<file path="src/rtl/updown_count_monitor_pkg.sv">
// Shared definitions for the up/down counter monitor: direction codes,
// monitor FSM states and the mode polarity of the source counter.
// No ports; imported by the classifier and the top.
package updown_count_monitor_pkg;

  // dir_out encoding of the last legal movement
  localparam logic [1:0] DIR_NONE = 2'b00;
  localparam logic [1:0] DIR_UP   = 2'b01;
  localparam logic [1:0] DIR_DOWN = 2'b10;
  localparam logic [1:0] DIR_HOLD = 2'b11;

  // mode_in value that makes the source counter count up
  localparam logic MODE_UP = 1'b0;

  // width of the consecutive-legal-transition counter (LOCK_N <= 15)
  localparam int GOOD_W = 4;

  typedef enum logic [1:0] {
    ST_INIT    = 2'd0,
    ST_ACQUIRE = 2'd1,
    ST_LOCKED  = 2'd2,
    ST_FAULT   = 2'd3
  } state_t;

endpackage

</file>
<file path="src/rtl/updown_count_monitor_classifier.sv">
// Combinational judge of one counter transition prev -> cur against the
// enable/direction that were in force when prev was produced.
// Ports: prev/cur counts, en_q/mode_q controls in; one-hot verdict and movement flags out.
module updown_step_classifier
  import updown_count_monitor_pkg::*;
#(
  parameter int WIDTH = 4
) (
  input  logic [WIDTH-1:0] prev,
  input  logic [WIDTH-1:0] cur,
  input  logic             en_q,
  input  logic             mode_q,
  output logic             legal,
  output logic             step_err,
  output logic             mode_err,
  output logic             is_up,
  output logic             is_down,
  output logic             is_hold,
  output logic             is_wrap
);

  logic [WIDTH-1:0] step_up;
  logic [WIDTH-1:0] step_dn;
  logic [WIDTH-1:0] exp_cnt;
  logic [WIDTH-1:0] opp_cnt;
  logic             going_up;

  assign going_up = (mode_q == MODE_UP);
  assign step_up  = prev + 1'b1;
  assign step_dn  = prev - 1'b1;

  always_comb begin
    exp_cnt = prev;
    opp_cnt = prev;
    if (en_q) begin
      exp_cnt = going_up ? step_up : step_dn;
      opp_cnt = going_up ? step_dn : step_up;
    end
  end

  // A hold cycle has no "opposite direction", so any change while disabled
  // is a plain step error.
  assign legal    = (cur == exp_cnt);
  assign mode_err = !legal && en_q && (cur == opp_cnt);
  assign step_err = !legal && !mode_err;

  assign is_up   = legal && en_q && going_up;
  assign is_down = legal && en_q && !going_up;
  assign is_hold = legal && !en_q;

  // Only legal steps across the boundary count as wraps.
  assign is_wrap = (is_up   && (prev == {WIDTH{1'b1}})) ||
                   (is_down && (prev == {WIDTH{1'b0}}));

endmodule

</file>
<file path="src/rtl/updown_count_monitor.sv">
// Monitor for a 4-bit up/down counter: judges each sampled transition, tracks
// lock state, pulses step/mode/wrap events and keeps a saturating wrap count.
// Ports: clk/rst, t_in/mode_in/cnt_in from the counter; dir_out, locked,
// step_err, mode_err, wrap_pulse, wrap_count (all registered).
module updown_count_monitor
  import updown_count_monitor_pkg::*;
#(
  parameter int WIDTH  = 4,
  parameter int LOCK_N = 4,
  parameter int WRAP_W = 8
) (
  input  logic              clk,
  input  logic              rst,
  input  logic              t_in,
  input  logic              mode_in,
  input  logic [WIDTH-1:0]  cnt_in,
  output logic [1:0]        dir_out,
  output logic              locked,
  output logic              step_err,
  output logic              mode_err,
  output logic              wrap_pulse,
  output logic [WRAP_W-1:0] wrap_count
);

  localparam logic [GOOD_W-1:0] LOCK_V = GOOD_W'(LOCK_N);

  state_t              state_q, state_d;
  logic [WIDTH-1:0]    prev_cnt_q, prev_cnt_d;
  logic                en_q, en_d;
  logic                mode_q, mode_d;
  logic [GOOD_W-1:0]   good_cnt_q, good_cnt_d;
  logic [1:0]          dir_q, dir_d;
  logic                locked_q, locked_d;
  logic                step_err_q, step_err_d;
  logic                mode_err_q, mode_err_d;
  logic                wrap_pulse_q, wrap_pulse_d;
  logic [WRAP_W-1:0]   wrap_count_q, wrap_count_d;

  logic                c_legal, c_step_err, c_mode_err;
  logic                c_up, c_down, c_hold, c_wrap;
  logic [GOOD_W-1:0]   good_inc;
  logic                judge;

  updown_step_classifier #(
    .WIDTH (WIDTH)
  ) u_classifier (
    .prev     (prev_cnt_q),
    .cur      (cnt_in),
    .en_q     (en_q),
    .mode_q   (mode_q),
    .legal    (c_legal),
    .step_err (c_step_err),
    .mode_err (c_mode_err),
    .is_up    (c_up),
    .is_down  (c_down),
    .is_hold  (c_hold),
    .is_wrap  (c_wrap)
  );

  assign good_inc = good_cnt_q + 1'b1;
  // INIT has no valid previous sample and FAULT is a deliberate blind cycle.
  assign judge    = (state_q == ST_ACQUIRE) || (state_q == ST_LOCKED);

  // Sampled controls/count: the transition seen at the next edge is judged
  // against what the counter was told at this edge.
  assign prev_cnt_d = cnt_in;
  assign en_d       = t_in;
  assign mode_d     = mode_in;

  // State register and all other flops
  always_ff @(posedge clk or posedge rst) begin
    if (rst) begin
      state_q      <= ST_INIT;
      prev_cnt_q   <= '0;
      en_q         <= 1'b0;
      mode_q       <= 1'b0;
      good_cnt_q   <= '0;
      dir_q        <= DIR_NONE;
      locked_q     <= 1'b0;
      step_err_q   <= 1'b0;
      mode_err_q   <= 1'b0;
      wrap_pulse_q <= 1'b0;
      wrap_count_q <= '0;
    end else begin
      state_q      <= state_d;
      prev_cnt_q   <= prev_cnt_d;
      en_q         <= en_d;
      mode_q       <= mode_d;
      good_cnt_q   <= good_cnt_d;
      dir_q        <= dir_d;
      locked_q     <= locked_d;
      step_err_q   <= step_err_d;
      mode_err_q   <= mode_err_d;
      wrap_pulse_q <= wrap_pulse_d;
      wrap_count_q <= wrap_count_d;
    end
  end

  // Next-state logic
  always_comb begin
    state_d = state_q;
    unique case (state_q)
      ST_INIT:    state_d = ST_ACQUIRE;
      ST_ACQUIRE: if (c_legal && (good_inc == LOCK_V)) state_d = ST_LOCKED;
      ST_LOCKED:  if (!c_legal) state_d = ST_FAULT;
      ST_FAULT:   state_d = ST_ACQUIRE;
      default:    state_d = ST_INIT;
    endcase
  end

  // Output / datapath next values
  always_comb begin
    good_cnt_d   = good_cnt_q;
    dir_d        = dir_q;
    locked_d     = locked_q;
    step_err_d   = 1'b0;
    mode_err_d   = 1'b0;
    wrap_pulse_d = 1'b0;
    wrap_count_d = wrap_count_q;

    if (judge) begin
      if (c_legal) begin
        if (c_up)   dir_d = DIR_UP;
        if (c_down) dir_d = DIR_DOWN;
        if (c_hold) dir_d = DIR_HOLD;
        if (c_wrap) begin
          wrap_pulse_d = 1'b1;
          if (wrap_count_q != {WRAP_W{1'b1}}) wrap_count_d = wrap_count_q + 1'b1;
        end
        if (state_q == ST_ACQUIRE) begin
          good_cnt_d = good_inc;
          if (good_inc == LOCK_V) locked_d = 1'b1;
        end
      end else begin
        step_err_d = c_step_err;
        mode_err_d = c_mode_err;
        good_cnt_d = '0;
        locked_d   = 1'b0;
      end
    end

    if (state_q == ST_FAULT) good_cnt_d = '0;
  end

  assign dir_out    = dir_q;
  assign locked     = locked_q;
  assign step_err   = step_err_q;
  assign mode_err   = mode_err_q;
  assign wrap_pulse = wrap_pulse_q;
  assign wrap_count = wrap_count_q;

endmodule

</file>
<file path="config.mk">
export PLATFORM = sky130hd
export DESIGN_NAME = updown_count_monitor
export DESIGN_NICKNAME = d
export VERILOG_FILES = /design/src/rtl/updown_count_monitor_pkg.sv /design/src/rtl/updown_count_monitor_classifier.sv /design/src/rtl/updown_count_monitor.sv
export SDC_FILE = /design/constraint.sdc
export NUM_CORES = 1
export LEC_CHECK = 0
export CAP_MARGIN = 20
export CORE_ASPECT_RATIO = 1.5
export CORE_MARGIN = 5
export CORE_UTILIZATION = 50
export CTS_BUF_LIST = sky130_fd_sc_hd__clkbuf_4
export DETAILED_ROUTE_END_ITERATION = 10
export DONT_BUFFER_PORTS = 1
export GPL_TIMING_DRIVEN = 0
export PLACE_DENSITY = 0.73
export SLEW_MARGIN = 10
export SYNTH_ARGS = -nofsm -noshare
export SYNTH_HDL_FRONTEND = slang
export SYNTH_HIERARCHICAL = 1
export SYNTH_SLANG_ARGS = --single-unit
</file>
<file path="constraint.sdc">
create_clock -name clk -period 3.3 [get_ports clk]
set_input_delay 0.825 -clock clk [delete_from_list [all_inputs] [get_ports clk]]
set_output_delay 0.825 -clock clk [all_outputs]
set_load 0.02 [all_outputs]
</file>
==> results.cfg <==
[route]
drt-initial-drc-count = 31
route.antenna.remaining_nets = 0
wl_um = 2937
post-route-drc-count = 0
vias = 1131
dr.pass1.iters = 4
route.detailed.vias_per_inst = 5.770
routed_len_inst_um = 14.98

[layout]
n_fill_cell = 279
syn2layout_area_growth_pct = 8.170
nNetsFinal = 176
drive_above_1_share_pct = 17.31
layout.core_utilization_pct = 55.08
post-route-cell-area_um2 = 1723
antenna_cells_inserted = 0

[clock_tree]
clock_path_buffers = 2
clkLatencyLatePin_ns = 0.31
cts.sinks = 26
ctsHoldBuffers = 0
tritoncts.num_buffers = 3
root_buffer = sky130_fd_sc_hd__clkbuf_4
clock_transition_at_the_register_clock_pins_on_the_worst_setup_and_hold_paths_after_cts_ns = 0.14
tritoncts = done
cts_htree_levels = 1
postCtsResizedCells = 0
postCtsSetupRepairBufs = 0

[sta]
finalSetupViolations = 0
timing.clock.skew_ns = 0.003673
hold-worst-slack_ns = 0.3167
period_minus_slack_ns = 2.630
hold_viol_final = 0
final_max_slew_viol_count = 0
layout_worst_path_cycle_share_pct = 79.70
max_freq_mhz = 380.2
setup_repair_after_global_routing_missed_its_margin = no
max-slew-margin-rel_pct = 74.23
timing_worst_slew_pin_value_ns = 0.3866
tns_ns = 0

[setup_path]
crit_required_ns = 3.54
worst_stage_delay_on_the_critical_path_ns = 0.49
crit_path_cell_trace = inv_1 > ha_1 > xnor3_1 > and3_1 > o22ai_4 > nor2_1 > buf_4 > a22o_1 > a311oi_2 > mux2i_1
critical_path_class = reg2reg
critical_path.slowest_cell = sky130_fd_sc_hd__dfrtp_1
cp-end-kind = flop
timing.critical_path.buf_inv = 2
worstPathArrival_ns = 2.87
setup.worst_path.start_class = flop
critical-path-top-delay-family = compound AO/OA/AOI/OAI gates
crit_path_max_fanout = 9

[global_routing]
grt_max_degree = 27
number_of_global_route_vias_before_repair = 1127
grt_antenna_before_repair = 0
gr-total-overflow = 0
grt_first_pass_wirelength_um = 5002
grt.total_usage_pct = 13.80

[synth]
synth_top_cells_by_area = sky130_fd_sc_hd__dfrtp_1, sky130_fd_sc_hd__ha_1, sky130_fd_sc_hd__nand2_1, sky130_fd_sc_hd__xor2_1, sky130_fd_sc_hd__xnor2_1
cell_taking_the_most_area_after_synthesis = sky130_fd_sc_hd__dfrtp_1
post_synth_inst_count = 151
register_bit_total_from_synthesis = 26
syn_nets = 170
synth_cell_types = 46
yosys_warnings = 6
seq_area_frac_synth_pct = 40.85
synthesis.area_per_instance_um2 = 10.55
synthDominantCellAreaShare_pct = 40.85
syn-cell-area_um2 = 1593

[floorplanning]
std_cell_rows = 25
chipWidth_um = 56.09
ioPinCount = 22
die_area_um2 = 4438
floorplan.initialDensity_pct = 50.92
die_height_um = 79.13
core_um2 = 3128

[placed_design]
place.gp.congestion = 0.7803
place.detailed.hpwl_um = 2313
io_buffer_count = 0
detailed_place.area_um2 = 1643

[worst_hold_path]
hp-class = in2async

[power]
irDropWorstVdd_uv = 230.5
power.density_cell_area_nw_per_um2 = 373.5
static-leakage-power_nw = 0.7900

[run_status]
status = completed

[run]
cap_violations = 0
-- routing by layer --
metal / GRT usage, % / wire, um / vias to the layer above
li1: - / - / 549
met1: 14.77 / 1135 / 552
met2: 26.23 / 1616 / 26
met3: 2.927 / 148 / 4
met4: 4.751 / 38 / 0
met5: 0 / 0 / -
-- placed cells by master (no fill, tap or decap), types with 3 or more instances in the layout --
cell / Yosys / routed
sky130_fd_sc_hd__nor2_1: 6 / 6
sky130_fd_sc_hd__and3_1: 4 / 4
sky130_fd_sc_hd__xor2_1: 6 / 6
sky130_fd_sc_hd__a21oi_1: 3 / 3
sky130_fd_sc_hd__inv_1: 8 / 8
sky130_fd_sc_hd__dfrtp_1: 26 / 26
sky130_fd_sc_hd__mux2_2: 3 / 3
sky130_fd_sc_hd__o21ai_0: 6 / 6
sky130_fd_sc_hd__ha_1: 11 / 11
sky130_fd_sc_hd__clkbuf_4: 0 / 3
sky130_fd_sc_hd__nand2_1: 15 / 15
sky130_fd_sc_hd__xnor2_1: 5 / 5
sky130_fd_sc_hd__nor3_1: 7 / 7
sky130_fd_sc_hd__nand3_1: 5 / 5
sky130_fd_sc_hd__nor3b_1: 3 / 3
sky130_fd_sc_hd__buf_2: 3 / 3
sky130_fd_sc_hd__a31oi_1: 3 / 3
-- cells by family (layout without fill, tap and decap cells) --
family	after synthesis	count (layout)	share of synthesized area, %
DFF	26	26	40.85
AOI/OAI and AO/OA	24	24	12.02
muxes	6	6	4.320
xor gates and xnor gates	13	13	8.484
adders and majority gates	11	11	8.641
and+or+nand+nor	58	58	21.68
buffers and inverters	13	18	4.006
-- registers in the layout (all words and copies together), names as in the netlist --
signal	flops
wrap_count	8
good_cnt_q	4
prev_cnt_q	4
dir_out	2
state_q	2
en_q	1
locked	1
mode_err	1
mode_q	1
step_err	1
wrap_pulse	1
-- Yosys cell counts (all sizes together) --
library cell   n
dfrtp         26
nand2         15
ha            11
inv            8
o21ai          8
nor3           7
nor2           6
xnor2          6
xor2           6
and3           5
buf            5
nand3          5
a21oi          4
mux2           4
a31oi          3
nor3b          3
o32a           3
a311oi         2
and4           2
and4b          2
mux2i          2
nand2b         2
nand4          2
nor4           2
nor4b          2
o21bai         2
a22o           1
and2b          1
nand3b         1
nor4bb         1
o22ai          1
or3b           1
or4            1
xnor3          1
-- path summary, 6_finish.rpt --
path / start / end / slack [ns] / cells after the start
worst max-delay path: prev_cnt_q[1] / state_q[0] / 0.67 / 10
min in group clk: t_in / en_q / 0.52 / 0
worst min register to register: good_cnt_q[1] / good_cnt_q[1] / 0.60 / 2
worst min-delay path: rst / wrap_count[1] / 0.32 / 1
max in group asynchronous: rst / prev_cnt_q[2] / 2.59 / 2
worst max register to register: prev_cnt_q[1] / state_q[0] / 0.67 / 10
-- layout make-up --
cell class | instances | area [um2] | share of cell area, %
Timing Repair Buffer | 1 | 27.53 | 1.598
Inverter | 8 | 30.03 | 1.743
Clock buffer | 3 | 22.52 | 1.307
Sequential cell | 26 | 650.6 | 37.76
Clock inverter | 1 | 30.03 | 1.743
Multi-Input combinational cell | 112 | 878.3 | 50.98
Tap cell | 40 | 50.05 | 2.905
Buffer | 5 | 33.78 | 1.961
-- power breakdown --
group | switching, mW | internal (mW) | leakage (nW) | total, mW
sequential | 0.0230 | 0.331 | 0.339 | 0.354
clock | 0.0925 | 0.123 | 0.0279 | 0.215
combinational | 0.0399 | 0.0344 | 0.423 | 0.0742
-- through the flow --
stage          setup WS, ns  cells  power [mW]
4_1_cts              0.6351    195      0.6501
6_report             0.6700    196      0.6436
2_1_floorplan        0.7762    151      0.4152
5_1_grt              0.4576    196      0.6769
3_3_place_gp         0.6643    191      0.4274
3_5_place_dp         0.5978    191      0.4318
(Power assumes the default switching activity.)
